--- config.mk ---
export PLATFORM = sky130hd
export DESIGN_NAME = conv_window_sequencer
export DESIGN_NICKNAME = d
export VERILOG_FILES = /design/src/rtl/conv_window_sequencer_pkg.sv /design/src/rtl/conv_window_sequencer_frame_pos_counter.sv /design/src/rtl/conv_window_sequencer.sv
export SDC_FILE = /design/constraint.sdc
export NUM_CORES = 1
export LEC_CHECK = 0
export BUFFER_PORTS_ARGS = -buffer_cell sky130_fd_sc_hd__clkbuf_2
export CAP_MARGIN = 20
export CORE_MARGIN = 2
export CORE_UTILIZATION = 58
export CTS_CLUSTER_SIZE = 30
export DETAILED_ROUTE_END_ITERATION = 10
export GPL_ROUTABILITY_DRIVEN = 0
export PLACE_DENSITY = 0.8
export SKIP_LAST_GASP = 1
export SLEW_MARGIN = 20
export SYNTH_ARGS = -nofsm -noshare
export SYNTH_HDL_FRONTEND = slang
export SYNTH_SLANG_ARGS = --single-unit
export TNS_END_PERCENT = 20
--- constraint.sdc ---
create_clock -name clk -period 4.1 [get_ports clk]
set_clock_uncertainty 0.05 [all_clocks]
set_input_delay 1.23 -clock clk [delete_from_list [all_inputs] [get_ports clk]]
set_output_delay 1.23 -clock clk [all_outputs]
set_load 0.02 [all_outputs]
--- src/rtl/conv_window_sequencer_pkg.sv ---
// rtl/conv_window_sequencer_pkg.sv - shared constants and FSM encoding for the 3x3 window sequencer
package conv_window_sequencer_pkg;

    // Default counter width; largest frame dimension is 2**ADDR_W - 1
    localparam int ADDR_W_DEF = 10;

    // Smallest frame dimension that still contains a full 3x3 window
    localparam int MIN_DIM = 3;

    typedef enum logic [1:0] {
        ST_IDLE = 2'd0,
        ST_RUN  = 2'd1,
        ST_DONE = 2'd2
    } seq_state_t;

endpackage

--- src/rtl/conv_window_sequencer_frame_pos_counter.sv ---
// rtl/conv_window_sequencer_frame_pos_counter.sv - raster row/column position with wrap and last-pixel detect
module frame_pos_counter #(
    parameter int ADDR_W = 10
) (
    input  logic              clk,
    input  logic              rst,
    input  logic              clear,
    input  logic              advance,
    input  logic [ADDR_W-1:0] last_col,
    input  logic [ADDR_W-1:0] last_row,
    output logic [ADDR_W-1:0] row,
    output logic [ADDR_W-1:0] col,
    output logic              is_last
);

    // Step one pixel in raster order; col wraps at the end of each line
    always_ff @(posedge clk or posedge rst) begin
        if (rst) begin
            row <= '0;
            col <= '0;
        end else if (clear) begin
            row <= '0;
            col <= '0;
        end else if (advance) begin
            if (col == last_col) begin
                col <= '0;
                row <= row + ADDR_W'(1);
            end else begin
                col <= col + ADDR_W'(1);
            end
        end
    end

    // Current position is the final pixel of the frame
    always_comb begin
        is_last = (row == last_row) && (col == last_col);
    end

endmodule

--- src/rtl/conv_window_sequencer.sv ---
// rtl/conv_window_sequencer.sv - frame sequencer driving the 3x3 window shift/line-buffer enables
module conv_window_sequencer
    import conv_window_sequencer_pkg::*;
#(
    parameter int ADDR_W = ADDR_W_DEF
) (
    input  logic              clk,
    input  logic              rst,
    input  logic              start,
    input  logic [ADDR_W-1:0] img_w,
    input  logic [ADDR_W-1:0] img_h,
    input  logic              pix_valid,
    output logic              pix_ready,
    input  logic              out_stall,
    output logic              shifting,
    output logic              lb_wr_en,
    output logic              lb_rd_en,
    output logic              win_valid,
    output logic [ADDR_W-1:0] win_row,
    output logic [ADDR_W-1:0] win_col,
    output logic              busy,
    output logic              done,
    output logic              cfg_err
);

    seq_state_t        state;
    seq_state_t        state_nxt;
    logic [ADDR_W-1:0] w_q;
    logic [ADDR_W-1:0] h_q;
    logic [ADDR_W-1:0] row;
    logic [ADDR_W-1:0] col;
    logic              is_last;
    logic              cfg_ok;
    logic              start_ok;
    logic              accept;

    assign cfg_ok   = (img_w >= ADDR_W'(MIN_DIM)) && (img_h >= ADDR_W'(MIN_DIM));
    assign start_ok = (state == ST_IDLE) && start && cfg_ok;
    assign accept   = pix_valid && pix_ready;

    // Row/column tracking; cleared on a good start, stepped on each accept
    frame_pos_counter #(
        .ADDR_W (ADDR_W)
    ) u_pos (
        .clk      (clk),
        .rst      (rst),
        .clear    (start_ok),
        .advance  (accept),
        .last_col (w_q - ADDR_W'(1)),
        .last_row (h_q - ADDR_W'(1)),
        .row      (row),
        .col      (col),
        .is_last  (is_last)
    );

    // State register
    always_ff @(posedge clk or posedge rst) begin
        if (rst) begin
            state <= ST_IDLE;
        end else begin
            state <= state_nxt;
        end
    end

    // Next-state: start only matters in IDLE, final accept ends the frame
    always_comb begin
        state_nxt = state;
        case (state)
            ST_IDLE: if (start_ok) state_nxt = ST_RUN;
            ST_RUN:  if (accept && is_last) state_nxt = ST_DONE;
            ST_DONE: state_nxt = ST_IDLE;
            default: state_nxt = ST_IDLE;
        endcase
    end

    // FSM-decoded outputs; the datapath enables all follow the accept
    always_comb begin
        pix_ready = (state == ST_RUN) && !out_stall;
        busy      = (state == ST_RUN);
        done      = (state == ST_DONE);
        shifting  = accept;
        lb_wr_en  = accept;
        lb_rd_en  = accept && (row != '0);
    end

    // Frame dimensions captured once per accepted start
    always_ff @(posedge clk or posedge rst) begin
        if (rst) begin
            w_q <= '0;
            h_q <= '0;
        end else if (start_ok) begin
            w_q <= img_w;
            h_q <= img_h;
        end
    end

    // One-cycle error pulse for a start carrying a too-small frame
    always_ff @(posedge clk or posedge rst) begin
        if (rst) begin
            cfg_err <= 1'b0;
        end else begin
            cfg_err <= (state == ST_IDLE) && start && !cfg_ok;
        end
    end

    // Window flag lines up with the shift registers after the accepting edge
    always_ff @(posedge clk or posedge rst) begin
        if (rst) begin
            win_valid <= 1'b0;
            win_row   <= '0;
            win_col   <= '0;
        end else if (accept && (row >= ADDR_W'(2)) && (col >= ADDR_W'(2))) begin
            win_valid <= 1'b1;
            win_row   <= row - ADDR_W'(2);
            win_col   <= col - ADDR_W'(2);
        end else begin
            win_valid <= 1'b0;
        end
    end

endmodule

==> results by group, run 1 <==
Finish
  • Nets: 489
  • Multi-input gate area: 2120 um2
  • Ratio of cells with drive above 1 in the final layout: 23.5%
  • Storage element area: 1600 um2
  • Fill count: 527
  • Final instance area: 4360 um2
  • Area Growth Syn to Fin: 12.3%
  • Antenna cells: 0

Timing
  • Final WS setup: 628 ps
  • Worst-margin pin slew: 818 ps
  • Final setup fails: 0
  • Rel. slew slack: 44.9%
  • Unrepaired setup endpoints after global routing: false
  • Total negative setup slack: 0 ps
  • Final Hold Vio Count: 0
  • Crit share post-route: 84.7%
  • Max Clock Freq: 288 MHz
  • Pins Over Slew Limit: 0
  • WHS: 476 ps
  • Crit path time final: 3470 ps

Worst setup path
  • Startpoint Class: input pin
  • CP cell instances: clkbuf_2, nor3b_2, nand2_1, inv_1, clkbuf_2
  • CP Data Arrival Time: 2190 ps
  • Crit path max-delay family: buffers and inverters
  • Crit path capture type: primary output
  • WP depth: 5
  • Crit path kind: in2out
  • Buffers plus inverters on the worst setup path: 3
  • Worst EP required: 2820 ps
  • Slowest cell on the critical path: inv_1
  • Worst R2R Path Depth: 8
  • Crit-path max FO: 14
  • Max stage delay on crit path: 340 ps
  • Most repeated library cell on the critical path: clkbuf_2

Yosys
  • Top cells by area, synth: dfrtp_1, xnor2_1, mux2_2
  • Seq/Total Area, Yosys: 41.3%
  • Netlist cell types: 58
  • Syn Inst Count: 410
  • Synth warnings: 0
  • Yosys reg bits: 64
  • Avg Cell Area, Syn: 9.46 um2
  • Synth Flop Type: dfrtp_1
  • Yosys top cell area share: 41.3%
  • Yosys top cell by area: dfrtp_1
  • Asr flop ratio synth: 100%
  • Syn_nets: 446
  • Netlist Area Pre-Place: 3880 um2
  • EDFF count, synth: 0

Global route
  • Vias in the first global route: 2890
  • Global-route wire length before repair: 13800 um
  • Initial antenna violation count: 0
  • Pin count of the biggest net entering global routing: 39
  • Remaining Overflow, GRT: 0
  • GRT Util Overall: 23.8%

Floorplanning
  • Row cnt: 29
  • Core ar.: 6420 um2
  • Die Height: 85.8 um
  • Die X: 85.8 um
  • Die area: 7360 um2
  • # IOs: 53
  • Initial Util: 60.4%

Placement
  • HPWL after DPL: 6020 um
  • Pre-CTS setup slack: 625 ps
  • Number of port buffers: 52
  • Placed Area: 4200 um2

CTS
  • Post-cts hold buffer count: 0
  • CTS clock-pin slew for the worst setup and hold paths: 60 ps
  • CTS root buf: clkbuf_8
  • CTS resizes: 0
  • Inserted Clock Buffers: 9
  • TritonCTS clock tree: built
  • H-tree levels: 3
  • CTS sink count: 64
  • Clk Latency, worst-skew pair: 340 ps
  • Post-CTS setup buffers: 0
  • Clk buf depth: 2

Pwr
  • Sw Share: 33.9%
  • Clk network pwr share: 27.9%
  • P_sw: 559 uW
  • Sequential power share: 47.1%
  • VDD IR max: 252 uV
  • P_int: 1090 uW
  • Power per cell area: 379 nW/um2
  • Static Leak: 0.00194 uW
  • Comb power frac: 24.9%

Route
  • DR pass1 iterations: 8
  • Vias per inst: 5.93
  • DRC: 6
  • Detail Route Antenna Nets: 0
  • Via Count: 3160
  • DR iter-0 viols: 161
  • Drt total wl: 7990 um
  • Mean routed wirelength per cell: 15.0 um

Run status
  • Status: finished, violations left
  • Failing checks: design-rule violations

Job
  • Max-Cap Viols: 0

Worst hold path
  • Worst hold path type: reg2reg
  • Hold Crit Depth: 2
state kept, by name, indices dropped and copies added (netlist names):
| register | count |
|---|---|
| win_valid | 1 |
| h_q | 10 |
| state | 2 |
| win_row | 10 |
| cfg_err | 1 |
| w_q | 10 |
| win_col | 10 |
| u_pos.row | 10 |
| u_pos.col | 10 |
power by group through the flow:
stage / combinational (uW) / sequential, uW / clock [uW]
2_1_floorplan: 290 / 801 / 0
3_3_place_gp: 404 / 786 / 0
3_5_place_dp: 412 / 791 / 0
4_1_cts: 415 / 779 / 472
5_1_grt: 456 / 792 / 501
6_report: 412 / 779 / 461
tightest hold or removal path: cells and delay by family (launching register included):
kind / cells / cell delay (ps)
flip-flops: 1 / 340
AND/OR/NAND/NOR: 1 / 50
AO/OA/AOI/OAI: 1 / 100
layout make-up:
class                      instances  area share (%)
clock inverter                     4           0.517
sequential                        64            36.8
inverter                          17            1.47
tap                               77            2.21
multi-input combinational        304            48.8
timing repair buffer              57            7.12
clock buffer                      10            3.16
kinds of logic after synthesis:
group	share of synthesized area, %
DFF	41.3
adders and majority gates	3.55
buffers and inverters	4.39
xor gates and xnor gates	9.94
muxes	6.97
and+or+nand+nor	21.9
AOI/OAI and AO/OA	12.0
synthesized netlist by cell type (all sizes together) (3+ instances only):
master   count
mux2        24
inv         17
buf          4
nor3        21
xnor2       35
ha          11
nand3       12
or3         11
a21oi       22
xor2         9
clkbuf      21
nand4        7
or2          4
dfrtp       64
a31oi        5
nand2b       4
nor4        12
o31ai        3
or4          3
a2111oi      3
nor2b       10
o21ai       12
nor2        42
nand2       21
nor3b        4
worst paths after layout:
| kind | start | end | slack, ps |
|---|---|---|---|
| max in group asynchronous | rst | u_pos.col[3] | 2490 |
| min reg2reg | win_col[3] | win_col[3] | 480 |
| min | win_col[3] | win_col[3] | 480 |
| max reg2reg | w_q[0] | u_pos.row[9] | 810 |
| min in group asynchronous | rst | win_row[8] | 850 |
| max | out_stall | lb_wr_en | 630 |
per-layer routing:
metal,vias up,track usage [%],share of wire (%)
met3,13,5.77,5.3
met1,1525,33.8,47
met2,85,35.7,46
met5,-,0,0
li1,1537,-,-
met4,0,8.51,1.8
metrics by stage:
stage / utilization [%] / std cells / total power [uW]
finish: 67.8 / 533 / 1650
CTS: 67.8 / 533 / 1670
global placement: 65.3 / 519 / 1190
detailed placement: 65.3 / 519 / 1200
global route: 67.8 / 533 / 1750
floorplan: - / 410 / 1090
cells in the final DEF, fill, tap and decap left out, types with 6 or more instances in the layout:
cell type,synthesis,final
nor4_1,12,12
clkbuf_8,0,10
nand3_1,12,12
inv_1,17,16
clkbuf_2,0,52
or3_1,10,10
nor3_1,20,20
dfrtp_1,64,64
xor2_1,9,9
xnor2_1,35,35
nor2_1,42,41
a21oi_1,22,21
nand4_1,7,7
ha_1,11,11
mux2_2,18,18
mux2_1,6,6
nand2_1,21,21
nor2b_1,10,10
o21ai_0,11,11
No activity file was read; power rests on OpenSTA's default activity.
==> run 2: changes to the inputs <==
--- a/config.mk
+++ b/config.mk
@@ -8,11 +8,11 @@
 export BUFFER_PORTS_ARGS = -buffer_cell sky130_fd_sc_hd__clkbuf_2
 export CAP_MARGIN = 20
 export CORE_MARGIN = 2
-export CORE_UTILIZATION = 58
+export CORE_UTILIZATION = 52
 export CTS_CLUSTER_SIZE = 30
 export DETAILED_ROUTE_END_ITERATION = 10
 export GPL_ROUTABILITY_DRIVEN = 0
-export PLACE_DENSITY = 0.8
+export PLACE_DENSITY = 0.76
 export SKIP_LAST_GASP = 1
 export SLEW_MARGIN = 20
 export SYNTH_ARGS = -nofsm -noshare
==> constraint.sdc (replaced) <==
create_clock -name clk -period 2.95 [get_ports clk]
set_clock_uncertainty 0.05 [all_clocks]
set_input_delay 0.885 -clock clk [delete_from_list [all_inputs] [get_ports clk]]
set_output_delay 0.885 -clock clk [all_outputs]
set_load 0.02 [all_outputs]
==> run 2 against run 1 <==
The flow now finishes without violations. Critical endpoint is now u_pos.row[6]. Die area increased by 11%. Cell count increased by 8.1%. Critical path type is now reg2reg. First-iteration DRC count increased by 66%. Count of clock-buffer cells in the layout unchanged. Total power increased by 47%.
==> results by group, run 2 (synthesized netlist as in run 1, its figures left out) <==
Timing
  • WHS: 478 ps (was 476 ps)
  • Final WS setup: 28.2 ps (was 628 ps)
  • Pins Over Slew Limit: 0 (unchanged)
  • Unrepaired setup endpoints after global routing: true (was false)
  • Total negative setup slack: 0 ps (unchanged)
  • Rel. slew slack: 45.6% (was 44.9%)
  • Worst-margin pin slew: 808 ps (was 818 ps)
  • Final Hold Vio Count: 0 (unchanged)
  • Final setup fails: 0 (unchanged)
  • Crit share post-route: 99.0%
  • Crit path time final: 2920 ps
  • Max Clock Freq: 342 MHz

CTS
  • TritonCTS clock tree: built (unchanged)
  • CTS sink count: 64 (unchanged)
  • CTS clock-pin slew for the worst setup and hold paths: 70 ps (was 60 ps)
  • CTS root buf: clkbuf_8 (unchanged)
  • Clk buf depth: 2 (unchanged)
  • Inserted Clock Buffers: 9 (unchanged)
  • H-tree levels: 3 (unchanged)
  • Clk Latency, worst-skew pair: 360 ps (was 340 ps)
  • Post-cts hold buffer count: 0 (unchanged)

Route
  • Vias per inst: 5.54 (was 5.93)
  • DR pass1 iterations: 4 (was 8)
  • Drt total wl: 8670 um (was 7990 um)
  • Mean routed wirelength per cell: 15.0 um (about the same)
  • DRC: 0 (was 6)
  • Via Count: 3193 (was 3160)
  • Detail Route Antenna Nets: 0 (unchanged)
  • DR iter-0 viols: 268 (was 161)

Global route
  • Pin count of the biggest net entering global routing: 65 (was 39)
  • Remaining Overflow, GRT: 0 (unchanged)
  • Vias in the first global route: 3001 (was 2890)
  • M1 GR Usage: 30.8% (was 33.8%)
  • Gr busiest metal: met2 (unchanged)
  • Initial antenna violation count: 0 (unchanged)
  • Met3 usage: 3.17% (was 5.77%)
  • GR Layer Usage met2: 33.5% (was 35.7%)
  • Global-route wire length before repair: 14500 um (was 13800 um)
  • GRT Util Overall: 21.9% (was 23.8%)

Run status
  • Status: finished, final reports clean (was finished, violations left)

Worst setup path
  • Crit path capture type: flip-flop (was primary output)
  • Startpoint Class: flip-flop (was input pin)
  • Worst R2R Path Depth: 8 (unchanged)
  • Crit-path max FO: 7 (was 14)
  • CP Data Arrival Time: 3100 ps (was 2190 ps)
  • Crit path kind: reg2reg (was in2out)
  • Reg2Reg Setup Slack: 30 ps (was 810 ps)
  • Worst reg2reg startpoint: w_q[0] (unchanged)
  • Reg2Reg Capture Point: u_pos.row[6] (was u_pos.row[9])
  • Worst EP required: 3130 ps (was 2820 ps)

Finish
  • Ratio of cells with drive above 1 in the final layout: 28.3% (was 23.5%)
  • Commonest non-fill, non-tap cell in the layout: dfrtp_1 (unchanged)
  • Nets: 508 (was 489)
  • Antenna cells: 0 (unchanged)
  • Commonest cells after routing, fill and taps aside: dfrtp_1, clkbuf_2, nor2_1 (unchanged)
  • Area Growth Syn to Fin: 18.7% (was 12.3%)
  • Final instance area: 4610 um2 (was 4360 um2)

Floorplanning
  • # IOs: 53 (unchanged)
  • Die X: 90.4 um (was 85.8 um)
  • Row cnt: 31 (was 29)
  • Die area: 8170 um2 (was 7360 um2)
  • Initial Util: 53.5% (was 60.4%)
  • Die Height: 90.4 um (was 85.8 um)
  • Core ar.: 7250 um2 (was 6420 um2)

Job
  • Max-Cap Viols: 0 (unchanged)

Pwr
  • Clk network pwr share: 30.6% (was 27.9%)
  • Sequential power share: 44.6% (was 47.1%)
  • VDD IR max: 277 uV (was 252 uV)
  • Comb power frac: 24.8% (was 24.9%)
  • Sw Share: 34.1% (was 33.9%)
  • P_int: 1600 uW (was 1090 uW)
  • Power per cell area: 528 nW/um2 (was 379 nW/um2)
  • P_sw: 829 uW (was 559 uW)
  • Static Leak: 0.00207 uW (was 0.00194 uW)

Worst hold path
  • Hold Crit Depth: 2 (unchanged)
  • Hold wc startpoint: win_row[2] (was win_col[3])
  • Hold endpoint: win_row[2] (was win_col[3])
  • Worst hold path type: reg2reg (unchanged)

Placement
  • Pre-CTS setup slack: -87.2 ps (was 625 ps)
  • Placed Area: 4360 um2 (was 4200 um2)
  • HPWL after DPL: 6320 um (was 6020 um)
  • Number of port buffers: 52 (unchanged)
[run 2: changes by cell type in the layout (fill, tap and decap cells not counted), sizes merged]
cell,before,now
bufinv,0,1
buf,5,24
clkinvlp,1,2
[run 2: power by group through the flow]
stage	registers (uW)	clock network (uW)	logic (uW)
after detailed placement	1100	0	586
final	1080	743	603
after CTS	1080	757	597
after floorplan	1110	0	403
after global placement	1090	0	572
after global routing	1100	803	661
[run 2: worst max-delay path, cell delays in order, from the launching register on]
cell and delay [ps]:
dfrtp_1 380, inv_1 80, ha_2 170, or4b_4 480
or3_4 350, a2111oi_4 390, o211ai_4 210, nor4_1 330
mux2_1 350
[run 2: per-stage QoR]
step	total power, uW	std cells	utilization, %
3_3_place_gp	1670	558	60.1
4_1_cts	2440	575	62.9
6_report	2430	576	63.5
5_1_grt	2570	576	63.5
2_1_floorplan	1520	410	-
3_5_place_dp	1690	558	60.1
[run 2: per-layer routing]
| metal | wire [um] | up-vias |
|---|---|---|
| met1 | 4180 | 1525 |
| met4 | 170 | 0 |
| met5 | 0 | - |
| li1 | - | 1564 |
| met3 | 364 | 12 |
| met2 | 3950 | 92 |
[run 2: area by class of cell]
class / count / area [um2]
clock buffers: 10 / 128
clock inverters: 6 / 60.1
fillers: 604 / 2650
inverters: 17 / 63.8
multi-input cells: 304 / 2180
flip-flops and latches: 64 / 1600
well taps: 99 / 124
repair buffers: 76 / 453
[run 2: repair_timing]
item / CTS / global route
pin swaps: 2 / 5
endpoints found under the setup margin: 4 / 9
resized for setup: 1 / 7
setup buffers: 1 / 1
[run 2: worst max-delay path by stage]
stage               slack (ps)            to    from
finish                      30  u_pos.row[6]  w_q[0]
global route               -60  u_pos.row[6]  w_q[0]
CTS                        -30  u_pos.row[3]  w_q[0]
detailed placement         -90  u_pos.row[8]  w_q[0]
global placement            10  u_pos.row[8]  w_q[0]
floorplan                   -9  u_pos.row[7]  w_q[0]
==> run 3: changes to the inputs <==
--- a/config.mk
+++ b/config.mk
@@ -6,13 +6,15 @@
 export NUM_CORES = 1
 export LEC_CHECK = 0
 export BUFFER_PORTS_ARGS = -buffer_cell sky130_fd_sc_hd__clkbuf_2
-export CAP_MARGIN = 20
+export CAP_MARGIN = 40
+export CELL_PAD_IN_SITES_DETAIL_PLACEMENT = 1
+export CELL_PAD_IN_SITES_GLOBAL_PLACEMENT = 2
 export CORE_MARGIN = 2
-export CORE_UTILIZATION = 52
+export CORE_UTILIZATION = 33
 export CTS_CLUSTER_SIZE = 30
 export DETAILED_ROUTE_END_ITERATION = 10
 export GPL_ROUTABILITY_DRIVEN = 0
-export PLACE_DENSITY = 0.76
+export PLACE_DENSITY_LB_ADDON = 0.1
 export SKIP_LAST_GASP = 1
 export SLEW_MARGIN = 20
 export SYNTH_ARGS = -nofsm -noshare
==> run 3 against run 2 <==
Total power is 18% higher. Via count is 1.3% higher. Cell count is 9.0% higher. Hold slack worse by 14 ps. Fmax is 0.18% higher. Sequential power hardly changed. Non-clock buffer count is 8 higher. Die area is 55% higher. Core utilization is 21 points lower. Worst setup slack better by 5.2 ps. Sequential share of layout area is 1.7 points lower. Largest cell class unchanged. Largest power group is now clock.
==> results by group, run 3 (synthesized netlist as in run 1, its figures left out) <==
Run status
  • Status: finished, final reports clean (unchanged)

Pwr
  • VDD IR max: 406 uV (was 277 uV)
  • Power per cell area: 590 nW/um2 (was 528 nW/um2)
  • Static Leak: 0.00215 uW (was 0.00207 uW)

Route
  • Vias per inst: 5.15 (was 5.54)
  • Via Count: 3234 (was 3193)
  • DR iter-0 viols: 80 (was 268)
  • Drt total wl: 10200 um (was 8670 um)
  • DR pass1 iterations: 4 (unchanged)
  • DRC: 0 (unchanged)
  • Mean routed wirelength per cell: 16.2 um (was 15.0 um)
  • Detail Route Antenna Nets: 0 (unchanged)

CTS
  • Clk buf depth: 2 (unchanged)
  • TritonCTS clock tree: built (unchanged)
  • CTS clock-pin slew for the worst setup and hold paths: 60 ps (was 70 ps)
  • CTS sink count: 64 (unchanged)
  • Post-cts hold buffer count: 0 (unchanged)
  • Inserted Clock Buffers: 9 (unchanged)
  • CTS root buf: clkbuf_16 (was clkbuf_8)
  • H-tree levels: 3 (unchanged)
  • Clk Latency, worst-skew pair: 340 ps (was 360 ps)

Global route
  • GRT Util Overall: 17.6% (was 21.9%)
  • Vias in the first global route: 3379 (was 3001)
  • Initial antenna violation count: 0 (unchanged)
  • Remaining Overflow, GRT: 0 (unchanged)
  • Pin count of the biggest net entering global routing: 34 (was 65)
  • Global-route wire length before repair: 17500 um (was 14500 um)

Floorplanning
  • Die Height: 112 um (was 90.4 um)
  • Die X: 112 um (was 90.4 um)
  • Row cnt: 39 (was 31)
  • # IOs: 53 (unchanged)
  • Core ar.: 11500 um2 (was 7250 um2)
  • Die area: 12600 um2 (was 8170 um2)
  • Initial Util: 33.8% (was 53.5%)

Timing
  • Worst-margin pin slew: 493 ps (was 808 ps)
  • Crit share post-route: 98.9% (was 99.0%)
  • Final WS setup: 33.4 ps (was 28.2 ps)
  • Final setup fails: 0 (unchanged)
  • Max Clock Freq: 343 MHz (was 342 MHz)
  • Unrepaired setup endpoints after global routing: true (unchanged)
  • Final Hold Vio Count: 0 (unchanged)
  • Pins Over Slew Limit: 0 (unchanged)
  • Crit path time final: 2920 ps (about the same)
  • Rel. slew slack: 66.8% (was 45.6%)

Worst setup path
  • CP Data Arrival Time: 3090 ps (was 3100 ps)
  • Startpoint Class: flip-flop (unchanged)
  • Crit path kind: reg2reg (unchanged)
  • Crit path capture type: flip-flop (unchanged)
  • Worst EP required: 3120 ps (was 3130 ps)
  • Worst Setup SP: w_q[0] (unchanged)
  • Crit-path max FO: 8 (was 7)
  • Worst reg2reg startpoint: w_q[0] (unchanged)

Finish
  • Ratio of cells with drive above 1 in the final layout: 29.7% (was 28.3%)
  • Area Growth Syn to Fin: 24.8% (was 18.7%)
  • Nets: 516 (was 508)
  • Commonest non-fill, non-tap cell in the layout: dfrtp_1 (unchanged)
  • Final instance area: 4840 um2 (was 4610 um2)
  • Commonest cells after routing, fill and taps aside: dfrtp_1, clkbuf_2, nor2_1 (unchanged)
  • Antenna cells: 0 (unchanged)

Worst hold path
  • Worst hold path type: reg2reg (unchanged)
  • Hold wc startpoint: win_col[0] (was win_row[2])

Placement
  • Placed Area: 4470 um2 (was 4360 um2)
  • Number of port buffers: 52 (unchanged)
  • Pre-CTS setup slack: 36.4 ps (was -87.2 ps)
  • HPWL after DPL: 7840 um (was 6320 um)

Job
  • Max-Cap Viols: 0 (unchanged)
## run 3: changes by cell type in the layout (fill, tap and decap cells not counted), sizes merged
cell,before,now
buf,24,32
clkinvlp,2,0
bufinv,1,2
clkinv,3,4
## run 3: repair_timing
item | CTS | global route
endpoints found under the setup margin | 4 | 9
gates resized for setup | 0 | 8
setup buffers | 0 | 2
pin swaps | 0 | 7
## run 3: critical path, cell delays in order, from the launching register on
cell	delay (ps)
dfrtp_1	400
inv_2	80
ha_2	170
or4b_4	480
or3_4	360
a2111oi_4	440
o211ai_4	210
nor3_1	270
mux2_1	340
## run 3: routing by layer
metal / routed length, um / up-vias / GRT usage, %
met1: 5030 / 1569 / 24.4
met2: 4600 / 65 / 27.0
li1: - / 1587 / -
met3: 389 / 13 / 3.40
met4: 179 / 0 / 7.15
met5: 0 / - / 0
## run 3: where the power goes
| group | switching [uW] | internal (uW) |
|---|---|---|
| Clock | 407 | 736 |
| Combinational | 360 | 263 |
| Sequential | 120 | 970 |
| Total | 887 | 1970 |
## run 3: path summary, 6_finish.rpt
| kind | end | slack (ps) | depth (start not counted) |
|---|---|---|---|
| max | u_pos.row[4] | 30 | 8 |
| min | win_col[0] | 460 | 1 |
| max reg2reg | u_pos.row[4] | 30 | 8 |
| min reg2reg | win_col[0] | 460 | 1 |
| max in group asynchronous | win_col[3] | 1820 | 3 |
| min in group asynchronous | w_q[8] | 470 | 2 |
## run 3: through the flow
step	std cells	TNS, ps	hold slack [ps]	power, uW	utilization (%)
2_1_floorplan	410	-27.6	452	1520	-
3_3_place_gp	610	0	454	1720	39.0
3_5_place_dp	610	0	453	1740	39.0
4_1_cts	626	-74.9	469	2900	41.7
5_1_grt	628	-643	499	3030	42.2
6_report	628	0	464	2860	42.2
## run 3: layout make-up
type	count	area, um2
clock buffer	10	229
clock inverter	6	83.8
fill	1311	6630
inverter	17	63.8
multi-input combinational	304	2170
sequential	64	1600
tap	143	179
timing repair buffer	84	513
